File: src/rtl/max7219_pkg.sv
// rtl/max7219_pkg.sv - MAX7219 register addresses, frame timing constants and controller state encoding
package max7219_pkg;

    localparam logic [7:0] ADDR_DIGIT0       = 8'h01;
    localparam logic [7:0] ADDR_DECODE       = 8'h09;
    localparam logic [7:0] ADDR_INTENSITY    = 8'h0A;
    localparam logic [7:0] ADDR_SCAN_LIMIT   = 8'h0B;
    localparam logic [7:0] ADDR_SHUTDOWN     = 8'h0C;
    localparam logic [7:0] ADDR_DISPLAY_TEST = 8'h0F;

    localparam int GAP_LEN     = 2;
    localparam int INIT_FRAMES = 5;
    localparam int ROW_FRAMES  = 8;

    typedef enum logic [1:0] {
        ST_INIT,
        ST_READY,
        ST_UPDATE
    } state_t;

    function automatic logic [15:0] init_word(input logic [2:0] idx, input logic [3:0] intensity);
        case (idx)
            3'd0:    init_word = {ADDR_SHUTDOWN, 8'h01};
            3'd1:    init_word = {ADDR_DECODE, 8'h00};
            3'd2:    init_word = {ADDR_INTENSITY, 4'h0, intensity};
            3'd3:    init_word = {ADDR_SCAN_LIMIT, 8'h07};
            default: init_word = {ADDR_DISPLAY_TEST, 8'h00};
        endcase
    endfunction

    // Rows 0..7 map onto digit registers 0x01..0x08.
    function automatic logic [7:0] row_addr(input logic [2:0] row);
        row_addr = ADDR_DIGIT0 + {5'd0, row};
    endfunction

endpackage

File: src/rtl/max7219_frame_tx.sv
// rtl/max7219_frame_tx.sv - shifts one word per device MSB first, then holds cs high for the inter-frame gap
module max7219_frame_tx
    import max7219_pkg::*;
#(
    parameter int          SIZE       = 2,
    parameter logic [15:0] RESET_WORD = 16'h0000
) (
    input  logic                 clk,
    input  logic                 reset_n,
    input  logic                 load,
    input  logic [16*SIZE-1:0]   words,
    output logic                 frame_end,
    output logic                 mosi,
    output logic                 cs
);
    localparam int BITS = 16 * SIZE;
    localparam int FLEN = BITS + GAP_LEN;
    localparam int CW   = $clog2(FLEN);
    localparam logic [CW-1:0] LAST  = CW'(FLEN - 1);
    localparam logic [CW-1:0] NBITS = CW'(BITS);

    logic [CW-1:0]   bit_cnt;
    logic [BITS-1:0] shreg;

    // bit_cnt parks on the last gap slot when no new frame is loaded, which keeps cs high while idle.
    assign frame_end = (bit_cnt == LAST);

    always_ff @(posedge clk or negedge reset_n) begin
        if (!reset_n) begin
            bit_cnt <= '0;
            shreg   <= {SIZE{RESET_WORD}};
        end else if (frame_end) begin
            if (load) begin
                bit_cnt <= '0;
                shreg   <= words;
            end
        end else begin
            bit_cnt <= bit_cnt + CW'(1);
            shreg   <= shreg << 1;
        end
    end

    // Pins change on the falling edge so the devices see settled data on the rising edge.
    always_ff @(negedge clk or negedge reset_n) begin
        if (!reset_n) begin
            cs   <= 1'b1;
            mosi <= 1'b0;
        end else begin
            cs   <= (bit_cnt >= NBITS);
            mosi <= (bit_cnt < NBITS) && shreg[BITS-1];
        end
    end

endmodule

File: src/rtl/max7219_matrix_display.sv
// rtl/max7219_matrix_display.sv - MAX7219 chain init and row refresh controller; MAX7219_MIRROR_EN mirrors each row byte
module max7219_matrix_display
    import max7219_pkg::*;
#(
    parameter int         SIZE      = 2,
    parameter logic [3:0] INTENSITY = 4'h8
) (
    input  logic                clk,
    input  logic                reset_n,
    input  logic                enable,
    input  logic [64*SIZE-1:0]  pixels,
    output logic                started,
    output logic                mosi,
    output logic                cs
);
    state_t               state;
    logic [2:0]           frame_cnt;
    logic [64*SIZE-1:0]   pixels_reg;
    logic                 frame_end;
    logic                 load;
    logic                 capture;
    logic                 from_reg;
    logic [2:0]           row;
    logic [64*SIZE-1:0]   src;
    logic [16*SIZE-1:0]   words;

    function automatic logic [7:0] row_byte(input logic [7:0] b);
`ifdef MAX7219_MIRROR_EN
        for (int i = 0; i < 8; i++)
            row_byte[i] = b[7-i];
`else
        row_byte = b;
`endif
    endfunction

    // Row 0 of a refresh is built straight from pixels, since the capture happens on the same edge.
    assign from_reg = (state == ST_UPDATE) && (frame_cnt != 3'(ROW_FRAMES - 1));
    assign capture  = enable && ((state == ST_READY) ||
                      ((state == ST_UPDATE) && frame_end && !from_reg));

    always_comb begin
        row   = from_reg ? frame_cnt + 3'd1 : 3'd0;
        src   = from_reg ? pixels_reg : pixels;
        words = '0;
        for (int d = 0; d < SIZE; d++)
            words[16*d +: 16] = (state == ST_INIT) ? init_word(frame_cnt + 3'd1, INTENSITY)
                                                   : {row_addr(row), row_byte(src[64*d + 8*row +: 8])};
    end

    always_comb begin
        case (state)
            ST_INIT:  load = frame_end && (frame_cnt != 3'(INIT_FRAMES - 1));
            ST_READY: load = enable;
            default:  load = frame_end && (from_reg || enable);
        endcase
    end

    always_ff @(posedge clk or negedge reset_n) begin
        if (!reset_n) begin
            state      <= ST_INIT;
            frame_cnt  <= '0;
            pixels_reg <= '0;
            started    <= 1'b0;
        end else begin
            if (capture)
                pixels_reg <= pixels;
            case (state)
                ST_INIT: if (frame_end) begin
                    if (frame_cnt == 3'(INIT_FRAMES - 1)) begin
                        state     <= ST_READY;
                        started   <= 1'b1;
                        frame_cnt <= '0;
                    end else begin
                        frame_cnt <= frame_cnt + 3'd1;
                    end
                end
                ST_READY: if (enable) begin
                    state     <= ST_UPDATE;
                    frame_cnt <= '0;
                end
                default: if (frame_end) begin
                    if (from_reg) begin
                        frame_cnt <= frame_cnt + 3'd1;
                    end else begin
                        frame_cnt <= '0;
                        if (!enable)
                            state <= ST_READY;
                    end
                end
            endcase
        end
    end

    max7219_frame_tx #(
        .SIZE       (SIZE),
        .RESET_WORD (init_word(3'd0, INTENSITY))
    ) u_frame_tx (
        .clk       (clk),
        .reset_n   (reset_n),
        .load      (load),
        .words     (words),
        .frame_end (frame_end),
        .mosi      (mosi),
        .cs        (cs)
    );

endmodule

File: config.mk
export PLATFORM = sky130hd
export DESIGN_NAME = max7219_matrix_display
export DESIGN_NICKNAME = d
export VERILOG_FILES = /design/src/rtl/max7219_pkg.sv /design/src/rtl/max7219_frame_tx.sv /design/src/rtl/max7219_matrix_display.sv
export SDC_FILE = /design/constraint.sdc
export NUM_CORES = 1
export LEC_CHECK = 0
export CORE_UTILIZATION = 30
export DETAILED_ROUTE_END_ITERATION = 10
export GPL_TIMING_DRIVEN = 0
export PLACE_DENSITY = 0.55
export SLEW_MARGIN = 5
export SYNTH_ARGS = -nofsm -noshare
export SYNTH_HDL_FRONTEND = slang
export SYNTH_SLANG_ARGS = --single-unit
export TNS_END_PERCENT = 20
File: constraint.sdc
create_clock -name clk -period 3.1 [get_ports clk]
set_clock_uncertainty 0.05 [all_clocks]
set_input_delay 0.775 -clock clk [delete_from_list [all_inputs] [get_ports clk]]
set_output_delay 0.775 -clock clk [all_outputs]
set_load 0.05 [all_outputs]
==> results.txt, run 1 <==
status -> finished, violations left
failing checks -> setup timing
setup repair bufs after CTS -> 0
CP max-delay cell -> dfstp_2
routability cong. -> 0.828
WP buf/inv -> 1
Remaining DRCs -> 0
worst-case reg-to-reg path depth -> 12
CTS Root Buffer Type -> clkbuf_16
Skew-Pair Late Insertion Delay -> 0.43 ns
routed wire length -> 21.6 mm
diode count -> 0
post-synth top area cell -> dfrtp_1
DRT antenna net count -> 0
vias after detailed routing -> 5,625
Die X -> 167 um
Slew Viols, Final -> 0
syn_nets -> 776
Iteration-0 DRC Markers -> 323
worst-path fanout max -> 1
drt wl/cell -> 18.9 um
fin worst setup slack -> -0.390 ns
DP Wirelength -> 15.8 mm
Area after DPL -> 0.00997 mm2
Async SR Flop Fraction -> 1.00
actual slew at the worst max-slew pin -> 0.754 ns
Arrival @ worst endpoint -> 2.67 ns
RR Startpoint -> frame_cnt[0]
number of flops mapped to enable cells by yosys -> 0
first-pass GRT wire length -> 34.2 mm
# IOs -> 134
die area -> 0.0279 mm2
CP startpoint kind -> flip-flop
CP delay by family, top -> flip-flops
Hold Path Class -> input pin to async pin
hold bufs inserted after CTS -> 0
Core Region -> 0.0269 mm2
sequential area share after synthesis -> 0.534
register bit total from synthesis -> 174
number of global-route vias before repair -> 5,947
CTS-repair resized insts -> 27
DRT Pass-1 Iters -> 5
ratio of total power to cell area -> 583 mW/mm2
Synth area leaders -> dfrtp_1 (51%), mux2_1 (17%), mux4_2 (4.4%)
reg-to-reg endpoint -> u_frame_tx.shreg[4]
H-tree depth -> 4
initial core utilization -> 0.304
Fill cells -> 2,598
CTS tree -> built
# nets final -> 928
top-area cell type share of the netlist area -> 0.508
Max-slew headroom -> 0.498
TritonCTS Buffers -> 17
layout cells sized above 1 -> 0.120
WP depth -> 1
flop-to-flop setup slack -> 0.17 ns
final hold violations -> 0
Critical Path Sink Type -> output port
most frequent cell after synthesis -> dfrtp_1
Setup CP Type -> flip-flop to output port
Hold WS -> 0.264 ns
buffer depth of the longest clock path -> 2
RSZ-0062 raised after global routing -> true
final core utilization -> 0.394
warnings from Yosys -> 0
Worst-path clk slew -> 0.08 ns
total grt overflow -> 0
Final Cell Area -> 0.0106 mm2
max-cap viol count -> 0
Post-synth top cells -> dfrtp_1 (166), mux2_1 (120), nor2_1 (37)
Row Count -> 60
crit path to -> cs
port bufs -> 133
Via-to-Cell Ratio -> 4.93
Finish-stage setup viols -> 2
Sink Count -> 174
Distinct cells, synth -> 50
Mapped Cells -> 636
crit-path max cell delay -> 0.52 ns
initial antenna violation count -> 1
max FFs per register -> 128
Synth Area per Inst -> 12.9 um2
Pleak -> 4.54 nW
Max VDD drop -> 0.292 mV
Critical path origin -> u_frame_tx.cs
Syn Std Cell Area -> 0.00818 mm2
Chip Height -> 167 um
top_reg_cell synth -> dfrtp_1
cell chain of the critical path -> buf_8
pin count of the biggest net entering global routing -> 93
GRT Total Usage -> 0.162
Worst EP required -> 2.27 ns
area grow syn2layout -> 29.4%
-- area by class of cell --
cell class	instances	area (um2)	area share
clock inverters	14	134	0.0127
plain buffers	42	318	0.0300
inverters	5	18.8	0.00177
repair buffers	134	1370	0.130
clock buffers	18	429	0.0406
flip-flops and latches	174	4360	0.413
well taps	341	427	0.0403
multi-input cells	413	3520	0.333
-- worst min-delay path by stage --
| stage | endpoint |
|---|---|
| finish | pixels_reg[71] |
| global route | pixels_reg[71] |
| CTS | pixels_reg[92] |
| detailed placement | u_frame_tx.shreg[14] |
| global placement | u_frame_tx.shreg[31] |
| floorplan | u_frame_tx.shreg[13] |
-- cell families (layout without fill, tap and decap cells) --
group	Yosys count	count (layout)	share of synthesized area
mux	177	177	0.261
flops	174	174	0.534
simple gates	118	118	0.0682
compound gates	103	103	0.0809
buf+inv	49	213	0.0363
fa+ha+maj	9	9	0.0138
xor+xnor	6	6	0.00643
-- per-stage QoR --
step	worst slack [ns]	power, mW	setup TNS (ns)	std cells
after CTS	-0.402	6.22	-0.646	1141
after floorplan	0.0695	3.54	0	636
after detailed placement	-1.12	4.09	-25.82	1111
final	-0.390	6.16	-0.623	1141
after global placement	-7.67	4.07	-1121.75	1110
after global routing	-0.433	6.46	-0.688	1141
-- layout by cell type, fill, tap and decap left out, types with 12 or more instances in the layout --
cell type,n
clkdlybuf4s50_1,130
o21ai_0,23
clkbuf_16,17
clkbuf_1,18
nand3_1,16
a21oi_1,29
mux2i_1,32
buf_6,13
nor2_1,37
mux4_2,16
mux2_1,120
nand2_1,33
nor3_1,12
dfrtp_1,165
-- report_power, final --
group | internal (mW) | switching, mW
clock network | 1.13 | 0.989
registers | 2.60 | 0.172
logic | 0.693 | 0.582
-- layer usage --
layer  wire length (um)  GRT usage  vias to the layer above
li1                   -          -                     2625
met3                810     0.0371                        9
met2              10500      0.264                      121
met4                141     0.0350                        2
met5                 13          0                        -
met1              10200      0.221                     2868
No activity file was read; power rests on OpenSTA's default activity.
==> inputs of run 2 (changes only) <==
Settings changed: CORE_UTILIZATION 30 to 49, PLACE_DENSITY 0.55 to 0.8.
==> run 2 against run 1 <==
Net effect:
- the run still ends with setup timing left
- routed wire length is 2.8% lower
- first-iteration DRC count is 18% higher
- die area is 38% lower
- critical path depth stayed put
- register-to-register slack worse by 0.03 ns
- combinational power hardly changed
- cell count is 11% lower
- power is 0.63% higher
- count of clock-buffer cells in the layout is 6 higher
- worst hold slack worse by 0.074 ns
- final area is 1.3% lower
- sequential share of layout area is 0.55 points higher
- critical endpoint unchanged
- largest cell class unchanged
- largest power group unchanged
==> results.txt, run 2 (same netlist as run 1, synthesis figures left out) <==
GRT Total Usage -> 0.261
Setup CP Type -> flip-flop to output port
Tot Pwr -> 6.20 mW
Skew-Pair Late Insertion Delay -> 0.42 ns
vias after detailed routing -> 5,792
most frequent cells in the layout -> dfrtp_1 (165), clkdlybuf4s50_1 (130), mux2_1 (120)
H-tree depth -> 4
Max-slew headroom -> 0.480
Die X -> 131 um
Hold WS -> 0.191 ns
DP Wirelength -> 15.3 mm
routed wire length -> 21.0 mm
setup repair bufs after CTS -> 0
first-pass GRT wire length -> 34.3 mm
Critical Path Sink Type -> output port
Remaining DRCs -> 0
Arrival @ worst endpoint -> 2.66 ns
CTS Root Buffer Type -> clkbuf_16
ratio of total power to cell area -> 594 mW/mm2
failing checks -> setup timing
Iteration-0 DRC Markers -> 382
port bufs -> 133
max layer used -> met4
actual slew at the worst max-slew pin -> 0.776 ns
hold bufs inserted after CTS -> 0
Slew Viols, Final -> 0
Via-to-Cell Ratio -> 5.68
drt wl/cell -> 20.6 um
CP startpoint kind -> flip-flop
crit-path max cell delay -> 0.51 ns
CP delay by family, top -> flip-flops
CP max-delay cell -> dfstp_2
total grt overflow -> 0
worst-path fanout max -> 1
fin worst setup slack -> -0.384 ns
worst slack, placed -> -0.962 ns
# nets final -> 929
Worst EP required -> 2.27 ns
Pleak -> 4.54 nW
number of global-route vias before repair -> 6,345
DRT antenna net count -> 0
initial core utilization -> 0.507
Row Count -> 46
max FFs per register -> 128
Fill cells -> 1,232
cell chain of the critical path -> buf_6
final hold violations -> 0
Reg area -> 0.00436 mm2
Core Region -> 0.0161 mm2
DRT Pass-1 Iters -> 5
routability cong. -> 0.900
Final TNS setup -> -0.614 ns
Max VDD drop -> 0.410 mV
buffer depth of the longest clock path -> 2
pin count of the biggest net entering global routing -> 128
WP buf/inv -> 1
Worst-path clk slew -> 0.07 ns
CTS tree -> built
initial antenna violation count -> 1
max-cap viol count -> 0
layout cells sized above 1 -> 0.118
die area -> 0.0172 mm2
Chip Height -> 131 um
footprint of the multi-input gates -> 0.00352 mm2
RSZ-0062 raised after global routing -> true
Met3 Wirelength -> 970 um
DRT met1 WL -> 8.96 mm
area grow syn2layout -> 27.7%
# IOs -> 134
status -> finished, violations left
Finish-stage setup viols -> 2
Sink Count -> 174
Hold Path Class -> input pin to async pin
met2 routed WL -> 10.5 mm
leading cell type in the layout, fill and taps excluded -> dfrtp_1
TritonCTS Buffers -> 17
==> run 2: cell types whose count changed in the layout (fill, tap and decap cells not counted), sizes merged <==
cell,before,now
clkinvlp,2,3
buf,29,30
clkinv,4,1
bufinv,1,2
diode,0,1
clkbuf,35,41
inv,12,8
==> run 2: cell type report <==
| type | count | share of cell area |
|---|---|---|
| Sequential cell | 174 | 0.418 |
| Multi-Input combinational cell | 413 | 0.337 |
| Timing Repair Buffer | 134 | 0.131 |
| Clock buffer | 24 | 0.0461 |
| Buffer | 43 | 0.0296 |
| Tap cell | 216 | 0.0259 |
| Clock inverter | 9 | 0.0104 |
| Inverter | 5 | 0.00180 |
| Antenna cell | 1 | 0.000240 |
==> run 2: worst paths after layout <==
path	slack (ns)	depth (start not counted)	end	from
min in group clk	0.42	2	u_frame_tx.shreg[14]	u_frame_tx.shreg[13]
setup / recovery	-0.38	1	cs	u_frame_tx.cs
setup reg to reg	0.14	10	u_frame_tx.shreg[20]	frame_cnt[0]
hold reg to reg	0.42	2	u_frame_tx.shreg[14]	u_frame_tx.shreg[13]
max in group asynchronous	0.36	2	u_frame_tx.cs	reset_n
hold / removal	0.19	1	pixels_reg[79]	reset_n
==> run 2: timing repair <==
action,CTS,global route
gates resized for setup,24,6
setup endpoints to repair,38,11
endpoints found under the hold margin,0,0
pin swaps,0,0
==> run 2: per-layer routing <==
layer / up-vias / GRT usage
met5: - / 0
met3: 33 / 0.0502
met2: 171 / 0.433
met4: 0 / 0.111
met1: 2966 / 0.333
li1: 2622 / -
==> run 2: where the power goes <==
part	leakage, nW	internal, mW	switching (mW)
clock	0.283	1.26	0.885
combinational	2.08	0.687	0.579
sequential	2.18	2.60	0.188
==> run 2: stage by stage <==
stage	utilization	area [um2]	cells
final	0.648	10400	1019
after global placement	0.607	9780	985
after CTS	0.647	10400	1018
after global routing	0.648	10400	1019
after floorplan	-	8180	636
after detailed placement	0.609	9810	986
==> inputs of run 3 (changes only) <==
Settings changed: PLACE_DENSITY 0.8 to 0.84, REMOVE_ABC_BUFFERS set to 1.
==> run 3 against run 2 <==
Net effect:
- the flow still finishes with violations (setup timing)
- critical path depth unchanged
- worst hold slack improved by 0.042 ns
- die area stayed put
- sequential cell count unchanged
- clock power up 4%
- largest power group unchanged
- highest routed layer unchanged
==> results.txt, run 3 (same netlist as run 1, synthesis figures left out) <==
Remaining DRCs -> 0
sw frac -> 0.258
Final Cell Area -> 0.0104 mm2
pin count of the biggest net entering global routing -> 107
final hold violations -> 0
max FFs per register -> 128
Hold Path Class -> input pin to async pin
Iteration-0 DRC Markers -> 383
routability cong. -> 0.767
CP max-delay cell -> dfstp_2
max-cap viol count -> 0
buffer depth of the longest clock path -> 2
hold bufs inserted after CTS -> 0
vias after detailed routing -> 5,623
Finish-stage setup viols -> 2
DRT antenna net count -> 0
Via-to-Cell Ratio -> 5.71
RR Startpoint -> frame_cnt[0]
Die X -> 131 um
# nets final -> 895
Final TNS setup -> -0.608 ns
Pleak -> 4.51 nW
port bufs -> 133
Skew-Pair Late Insertion Delay -> 0.42 ns
Comb power frac -> 0.185
CTS tree -> built
GRT Total Usage -> 0.224
failing checks -> setup timing
Arrival @ worst endpoint -> 2.65 ns
leading cell type in the layout, fill and taps excluded -> dfrtp_1
die area -> 0.0172 mm2
first-pass GRT wire length -> 30.5 mm
routed wire length -> 18.3 mm
Chip Height -> 131 um
fin worst setup slack -> -0.379 ns
cell chain of the critical path -> buf_8
most frequent cells in the layout -> dfrtp_1 (165), clkdlybuf4s50_1 (130), mux2_1 (120)
Slew Viols, Final -> 0
diode count -> 0
Hold WS -> 0.232 ns
flop-to-flop setup slack -> 0.14 ns
WP buf/inv -> 1
area grow syn2layout -> 27.1%
crit-path max cell delay -> 0.52 ns
worst-case reg-to-reg path depth -> 7
Area after DPL -> 0.00972 mm2
total grt overflow -> 0
H-tree depth -> 4
sequential share of power -> 0.455
Worst-path clk slew -> 0.06 ns
RSZ-0062 raised after global routing -> true
actual slew at the worst max-slew pin -> 1.05 ns
DP Wirelength -> 12.6 mm
reg-to-reg endpoint -> u_frame_tx.shreg[17]
status -> finished, violations left
Worst EP required -> 2.27 ns
Max VDD drop -> 0.514 mV
CTS Root Buffer Type -> clkbuf_16
worst slack, placed -> -0.661 ns
# IOs -> 134
drt wl/cell -> 18.6 um
Critical Path Sink Type -> output port
TritonCTS Buffers -> 17
clock share of power -> 0.360
layout cells sized above 1 -> 0.117
initial core utilization -> 0.507
Layout Cells excl Fill -> 984
initial antenna violation count -> 0
final core utilization -> 0.645
Core Region -> 0.0161 mm2
CP startpoint kind -> flip-flop
number of global-route vias before repair -> 6,065
Sink Count -> 174
P_int -> 4.59 mW
Inst Count DP -> 950
DRT Pass-1 Iters -> 6
Row Count -> 46
Max-slew headroom -> 0.299
worst-path fanout max -> 1
Setup CP Type -> flip-flop to output port
CP delay by family, top -> flip-flops
ratio of total power to cell area -> 596 mW/mm2
Tot Pwr -> 6.19 mW
Net Sw Power -> 1.60 mW
-- run 3: cell types whose count changed in the layout (fill, tap and decap cells not counted), sizes merged --
| cell | delta |
|---|---|
| bufinv | +1 |
| buf | -17 |
| clkinv | +3 |
| diode | -1 |
| clkbuf | -21 |
-- run 3: power by group through the flow --
stage               clock network [mW]  registers (mW)  logic [mW]
floorplan                      0.00404            2.77       0.751
global placement               0.00404            2.82        1.11
detailed placement             0.00404            2.85        1.15
CTS                               2.26            2.81        1.16
global route                      2.38            2.86        1.25
finish                            2.23            2.82        1.14
-- run 3: layer usage --
layer  GRT usage  routed length (um)  up-vias
met5           0                   0        -
met4      0.0732                 265        0
met3      0.0552                 933       22
met2       0.379                9360      156
met1       0.283                7790     2881
li1            -                   -     2564
-- run 3: how the worst max path moves through the flow --
| stage | from | to | slack, ns | cells after the start |
|---|---|---|---|---|
| 3_5_place_dp | frame_cnt[0] | u_frame_tx.shreg[2] | -0.66 | 7 |
| 6_report | u_frame_tx.cs | cs | -0.38 | 1 |
| 4_1_cts | u_frame_tx.cs | cs | -0.39 | 1 |
| 3_3_place_gp | frame_cnt[0] | pixels_reg[55] | -7.51 | 5 |
| 5_1_grt | u_frame_tx.cs | cs | -0.42 | 1 |
| 2_1_floorplan | frame_cnt[0] | pixels_reg[49] | -5.13 | 5 |
-- run 3: worst reg2reg max path, cell delays in order, from the launching register on --
cell,delay [ns]
dfrtp_4,0.67
ha_1,0.29
ha_1,0.60
nor2b_2,0.61
a22oi_1,0.17
a21oi_1,0.23
o31a_1,0.17
nor3_1,0.05
-- run 3: layout make-up --
cell class	instances	area, um2
Fill cell	1182	5720
Timing Repair Buffer	143	1540
Clock inverter	13	164
Inverter	5	18.8
Sequential cell	174	4370
Multi-Input combinational cell	413	3570
Clock buffer	20	457
Tap cell	216	270
-- run 3: timing repair --
action,CTS,global route
gates resized for setup,20,4
pin swaps,1,2
setup endpoints to repair,136,41
buffers inserted,1,1
